### src/rtl/bounded_lock_rr_arbiter.sv
// Round-robin arbiter with packet locking for a NoC switch allocator.
// A winner holding hold_in keeps the grant for up to MAX_HOLD consumed beats; urgent requests win the RR scan.
module bounded_lock_rr_arbiter #(
  parameter int NUM_REQUESTERS = 4,
  parameter int MAX_HOLD       = 16,
  parameter int ID_W           = (NUM_REQUESTERS > 1) ? $clog2(NUM_REQUESTERS) : 1
) (
  input  logic                      clk,
  input  logic                      reset,
  input  logic [NUM_REQUESTERS-1:0] request,
  input  logic [NUM_REQUESTERS-1:0] hold_in,
  input  logic [NUM_REQUESTERS-1:0] urgent,
  input  logic                      enable,
  output logic [NUM_REQUESTERS-1:0] grant_oh,
  output logic                      grant_valid,
  output logic [ID_W-1:0]           grant_id,
  output logic                      locked,
  output logic                      hold_expired
);

  localparam int N     = NUM_REQUESTERS;
  localparam int CNT_W = (MAX_HOLD > 0) ? $clog2(MAX_HOLD + 1) : 1;
  localparam logic [CNT_W-1:0] LIMIT   = CNT_W'(MAX_HOLD);
  localparam bit               BOUNDED = (MAX_HOLD != 0);

  typedef enum logic {IDLE, LOCKED} state_t;

  state_t            fsm_q, fsm_d;
  logic [ID_W-1:0]   owner_q, owner_d;
  logic [ID_W-1:0]   last_id_q, last_id_d;
  logic [CNT_W-1:0]  hold_cnt_q, hold_cnt_d;
  logic              hold_expired_q, hold_expired_d;

  logic [N-1:0]      cand;
  logic [ID_W-1:0]   scan_idx;
  logic [ID_W-1:0]   win_idx;
  logic              win_found;
  logic              beat;
  logic [CNT_W-1:0]  next_cnt;

  // Winner selection: locked owner only, else RR scan starting after last_id.
  always_comb begin
    cand      = ((request & urgent) != '0) ? (request & urgent) : request;
    scan_idx  = '0;
    win_idx   = '0;
    win_found = 1'b0;
    if (fsm_q == LOCKED) begin
      win_idx   = owner_q;
      win_found = request[owner_q];
    end else begin
      for (int k = 1; k <= N; k++) begin
        scan_idx = ID_W'((int'(last_id_q) + k) % N);
        if (!win_found && cand[scan_idx]) begin
          win_found = 1'b1;
          win_idx   = scan_idx;
        end
      end
    end
  end

  always_comb begin
    grant_oh = '0;
    if (win_found) grant_oh[win_idx] = 1'b1;
    grant_valid = win_found;
    grant_id    = win_found ? win_idx : '0;
  end

  always_comb begin
    fsm_d          = fsm_q;
    owner_d        = owner_q;
    last_id_d      = last_id_q;
    hold_cnt_d     = hold_cnt_q;
    hold_expired_d = 1'b0;
    beat           = win_found & enable;
    // Counter saturates rather than wrapping; only reachable when unbounded.
    if (fsm_q == LOCKED)
      next_cnt = (hold_cnt_q == '1) ? hold_cnt_q : hold_cnt_q + 1'b1;
    else
      next_cnt = CNT_W'(1);
    if (beat) begin
      last_id_d = win_idx;
      if (hold_in[win_idx]) begin
        if (BOUNDED && next_cnt == LIMIT) begin
          fsm_d          = IDLE;
          hold_cnt_d     = '0;
          hold_expired_d = 1'b1;
        end else begin
          fsm_d      = LOCKED;
          owner_d    = win_idx;
          hold_cnt_d = next_cnt;
        end
      end else begin
        fsm_d      = IDLE;
        hold_cnt_d = '0;
      end
    end
  end

  always_ff @(posedge clk) begin
    if (!reset) begin
      fsm_q          <= IDLE;
      owner_q        <= '0;
      last_id_q      <= ID_W'(N - 1);
      hold_cnt_q     <= '0;
      hold_expired_q <= 1'b0;
    end else begin
      fsm_q          <= fsm_d;
      owner_q        <= owner_d;
      last_id_q      <= last_id_d;
      hold_cnt_q     <= hold_cnt_d;
      hold_expired_q <= hold_expired_d;
    end
  end

  assign locked       = (fsm_q == LOCKED);
  assign hold_expired = hold_expired_q;

endmodule

### config.mk
export PLATFORM = sky130hd
export DESIGN_NAME = bounded_lock_rr_arbiter
export DESIGN_NICKNAME = d
export VERILOG_FILES = /design/src/rtl/bounded_lock_rr_arbiter.sv
export SDC_FILE = /design/constraint.sdc
export NUM_CORES = 1
export LEC_CHECK = 0
export BUFFER_PORTS_ARGS = -buffer_cell sky130_fd_sc_hd__buf_2
export CORE_UTILIZATION = 53
export DETAILED_ROUTE_END_ITERATION = 12
export PLACE_DENSITY = 0.79
export SETUP_SLACK_MARGIN = 0.05
export SLEW_MARGIN = 20
export SYNTH_ARGS = -nofsm -noshare
export SYNTH_HDL_FRONTEND = slang
export SYNTH_SLANG_ARGS = --single-unit
### constraint.sdc
create_clock -name clk -period 2.8 [get_ports clk]
set_input_delay 0.42 -clock clk [delete_from_list [all_inputs] [get_ports clk]]
set_output_delay 0.42 -clock clk [all_outputs]
set_load 0.02 [all_outputs]
### Yosys cells after proc, flatten, opt, wreduce, memory -nomap -nowiden

Cells that the tools add are included.

| storage, ports and cells | value |
|---|---|
| register bits | 11 |
| input port bits | 15 |
| output and inout bits | 9 |
| word-level logic and storage cells | 69 |

| cells by class | value |
|---|---|
| add/subtract/negate cells | 5 |
| order comparisons | 7 |
| eq/ne operators | 2 |
| muxes and demuxes | 37 |
| bitwise gates (word level) | 3 |
| reduce and logical (&&, ||, !) cells | 10 |

Operator list:

| kind | number |
|---|---|
| 5-bit two-way mux | 4 |
| 2-bit by 3-bit < comparator with 1-bit output, second input constant | 6 |
| 1-bit two-way mux | 18 |
| 1-bit binary-select mux with 2-bit select | 6 |
| 2-bit two-way mux | 6 |
| 5-bit == test, second input constant | 2 |
| 4-bit two-way mux | 2 |
| 3-bit AND reduction | 2 |
| 5-bit by 1-bit adder with 5-bit output, second input constant | 1 |
| 2-bit by 1-bit adder with 2-bit output, second input constant | 2 |
| 2-bit adder, second input constant | 2 |
| 4-bit AND | 1 |
| 1-bit logical AND | 4 |
| 4-bit nonzero test | 1 |
| 1-bit zero test | 3 |
| 1-bit demux with 2-bit select | 1 |
| 2-bit by 1-bit greater-or-equal comparator with 1-bit output, second input constant | 1 |
| 1-bit AND | 1 |
| 1-bit inverter | 1 |

### Logic depth before layout (Yosys ltp)

| logic depth | value |
|---|---|
| word-level depth | 24 |
| mapped depth | 11 |
| mapped depth without buffers | 8 |

### Worst setup path before layout

No wires, ideal clock.

| timing | value |
|---|---|
| kind | input port to output port |
| from | input request[1] |
| to | output grant_oh[2] |
| data arrival time | 2.474 ns |
| data required time | 2.380 ns |
| path slack | -0.094 ns |
| cell stages on the path | 8 |
| path through | buf_4 a22oi_2 a31o_1 buf_6 nor2_1 a41oi_1 and2_1 nor2b_1 |

| between the ends | value |
|---|---|
| elaborated cells on any way between the ends | 38 |

RTL lines:

| element | line | text |
|---|---|---|
| start: declaration | 10 | `input logic [NUM_REQUESTERS-1:0] request,` |
| 4-bit AND | 43 | `cand = ((request & urgent) != '0) ? (request & urgent) : request;` |
| 4-bit nonzero test | 43 |  |
| 4-bit two-way mux | 43 |  |
| 1-bit binary-select mux with 2-bit select | 53 | `if (!win_found && cand[scan_idx]) begin` |
| 1-bit two-way mux (implied by the code) | 53 |  |
| 1-bit two-way mux | 53 |  |
| 1-bit two-way mux | 47 | `if (fsm_q == LOCKED) begin` |
| 1-bit zero test | 53 |  |
| (+5 left out) | n/a |  |
| 1-bit two-way mux | 53 |  |
| 1-bit two-way mux | 47 |  |
| 1-bit zero test | 53 |  |
| 1-bit logical AND | 53 |  |
| 1-bit two-way mux | 53 |  |
| 1-bit two-way mux (*) | 47 |  |
| named net grant_valid | 15 | `output logic grant_valid,` |
| 4-bit two-way mux (*) | 63 | `if (win_found) grant_oh[win_idx] = 1'b1;` |
| end: declaration | 14 | `output logic [NUM_REQUESTERS-1:0] grant_oh,` |

Mark *: on every way through the listed nets, which the timed path passes. The rest lies on a longest branch. The select of a mux whose other input is x is not followed.

### Worst setup path in the final report

| timing | value |
|---|---|
| from | input request[1] |
| to | output grant_oh[1] |

| between the ends | value |
|---|---|
| word-level cells in the longest chain between the ends | 24 |
| elaborated cells on any way between the ends | 38 |

Ends and longest elaborated chain:

| element | line |
|---|---|
| 4-bit AND | 43 |
| 4-bit nonzero test | 43 |
| 4-bit two-way mux | 43 |
| 1-bit binary-select mux with 2-bit select | 53 |
| 1-bit two-way mux (implied by the code) | 53 |
| 1-bit two-way mux | 53 |
| 1-bit two-way mux | 47 |
| 1-bit zero test | 53 |
| (+8 left out) | n/a |
| 1-bit logical AND | 53 |
| 2-bit two-way mux | 53 |
| 2-bit two-way mux | 47 |
| 2-bit by 3-bit < comparator with 1-bit output (implied by the code) or 2-bit by 1-bit greater-or-equal comparator with 1-bit output (tied branches) | 63 |
| 1-bit logical AND (implied by the code) | 63 |
| 1-bit two-way mux (implied by the code) | 63 |
| 1-bit demux with 2-bit select | 63 |
| 4-bit two-way mux (*) | 63 |

Mark *: on every way between the ends. The rest lies on a longest branch, timed or not. The select of a mux whose other input is x is not followed.

==> run metrics <==
synth top area cells dfxtp_1 21%, nand2_1 8.3%, o21ai_0 5.8%; setup TNS 0 ns; critical setup path kind primary input to primary output; Critical Path AT 2.27 ns; Filler cells 145; initial DRC count 54; DP Wirelength between 2 and 2.5 mm; Layout Cells excl Fill 191; CP max stage cell a211oi_1; final WL 2.81 mm; Worst path max stage delay 0.34 ns; status finished clean; Worst-Skew Late Latency 0.27 ns; reg2reg start last_id_q[1]; core area 1780 µm²; top-area cell type share of the netlist area between 20% and 30%; drt drc 0; first-pass GRT wire length 4.36 mm; cell class contributing the biggest share of worst-path delay compound AO/OA/AOI/OAI gates; final hold vios 0; antenna violations before repair 0; Worst Tran Pin Value 0.399 ns; Synth Flop Type dfxtp_1; Static Leak between 0.4 and 0.5 nW; Row Count 15; max_slew headroom between 70 and 80%; vias in the first global route just under 1000; crit-path most repeated cell buf_2; Hold Path Class primary input to register; final net count 183; MaxCap Viol Count 0; Die Width 46.3 µm; ys async rst share 0%; Placed Cells incl. Taps 187; leading area contributor after synthesis dfxtp_1; Synth Warn # 0; Final Skew 0.00567 ns; layout cell share with drive strength beyond 1 28.9%; Synth-to-Final Area Change 19.3%; Top Ports 24; full die area 2150 µm²; period utilization 96.2%; Worst-path clk slew about 0.060 ns; crit-path max FO 9; CTS buffer count 3; Mapped Nets 158; Mean Syn Cell Area 7.34 µm²; ANT cells 0; Die Ht 46.3 µm; crit path launch request[1]; Setup-failing EPs final 0; Vias/cell 6.36; Startpoint Class primary input; Netlist cell types 46; Data required, critical path 2.38 ns; Cell Chain, Critical Path buf_2, a22oi_2, a31o_2, a21oi_1, a211oi_1, o32a_2, and3_1, buf_2; EDFF count, synth 0; CTS max path bufs 2; Sink Count 11; worst hold start reset; Starting Density 58.5%; largest net degree at the start of global routing 15; Seq/Total Area, Yosys 21.1%; Critical Path End Type primary output; Worst Path Buf+Inv 2; Pwr Density 565 nW/µm²; highest clock rate 371 MHz; RSZ-0062 raised after global routing true; TritonCTS clock tree done; CTS H-tree depth 1; Synth Register Bits 11; Syn Inst Count 142; post-route ant nets 0; Tmin final about 2.7 ns; clk root buf clkbuf_4; I/O Buffers 23; Overflow after GRT 0; gpl congestion just over 0.9; synthesized area 1040 µm²; routed len/inst 14.7 µm; Total Routing Usage GR between 20% and 30%; final slew viol count 0; DR vias 1214; DRT Pass-1 Iters 4; Post-CTS Hold Buffers 0; Max VDD drop 390 µV
==> final timing paths <==
check | to | slack, ns | cells after the start
min reg2reg | owner_q[1] | 0.54 | 2
max | grant_oh[1] | 0.11 | 8
min | last_id_q[0] | 0.46 | 2
max reg2reg | hold_cnt_q[0] | 0.40 | 8
==> area by class of cell <==
type / count / area (µm²) / area share (%)
clock buffer: 4 / 26.3 / 2.11
sequential: 11 / 220 / 17.7
timing repair buffer: 27 / 145 / 11.7
inverter: 5 / 18.8 / 1.51
multi-input combinational: 119 / 802 / 64.5
tap: 25 / 31.3 / 2.52
==> through the flow <==
step	total power [W]	setup WS, ns	util [%]	hold slack, ns	area, µm²
after CTS	0.000684	0.0522	69.0	0.456	1230
after global routing	0.000749	0.0237	69.8	0.471	1240
final	0.000703	0.108	69.8	0.463	1240
after floorplan	0.000465	0.0783	-	0.470	1050
after global placement	0.000566	0.0380	66.8	0.526	1190
after detailed placement	0.000572	-0.0239	66.8	0.535	1190
==> logic make-up (layout without fill, tap and decap cells) <==
logic type | after synthesis | count (layout) | share of synthesized area (%)
fa+ha+maj | 1 | 1 | 1.20
compound gates | 43 | 43 | 29.8
flops | 11 | 11 | 21.1
xor+xnor | 1 | 1 | 0.840
simple gates | 70 | 70 | 35.4
mux | 4 | 4 | 6.24
buf+inv | 12 | 36 | 5.40
==> cell usage in the layout, fill, tap and decap left out, types with 4 or more instances in the layout <==
master   instances
nand2_1         23
buf_2           23
o21ai_0         12
dfxtp_1         11
nand3_1         10
nor2_1           8
and2_1           7
nand4_1          7
inv_1            5
a21oi_1          4
buf_4            4
==> flip-flops by register name (all words and copies together) (netlist names) <==
name / cells
owner_q: 2
hold_cnt_q: 5
locked: 1
hold_expired: 1
last_id_q: 2
==> report_power, final <==
| part | total, W | internal (W) | leakage, nW | switching (W) |
|---|---|---|---|---|
| Sequential | 0.000200 | 0.000173 | 0.0897 | 0.0000267 |
| Clock | 0.000108 | 0.0000553 | 0.0150 | 0.0000523 |
| Combinational | 0.000395 | 0.000166 | 0.393 | 0.000229 |
==> synth_stat cells, drive strengths merged (2+ instances only) <==
cell     n
nand2   23
o21ai   12
dfxtp   11
nand3   11
and2     8
nor2     8
nand4    7
a21oi    5
clkbuf   5
inv      5
a22oi    3
a31oi    3
and3     3
o211ai   3
a211oi   2
a31o     2
buf      2
mux2i    2
mux4     2
nand2b   2
nor2b    2
nor3     2
o22ai    2
==> metal layers <==
layer	wire, µm	GRT usage, %	part of all wire [%]
met1	1310	42.8	47
met2	1210	38.6	43
met3	238	7.06	8.5
met4	57	5.88	2.0
met5	0	0	0
==> timing repair <==
action,in CTS,in global routing
endpoints found under the setup margin,1,4
buffers inserted,0,0
resized for setup,3,3
hold endpoints to repair,0,0
gates cloned,0,0
pin swaps,0,1
==> worst reg2reg max path: stages, from the launching register on <==
cell and delay (ns):
dfxtp_1 0.42, nor2b_1 0.16, o311a_1 0.19, or4b_4 0.48
nand3_2 0.11, a21oi_2 0.05, o221a_1 0.27, or3_4 0.41
a221oi_2 0.24
Power figures use the tool's default switching activity.
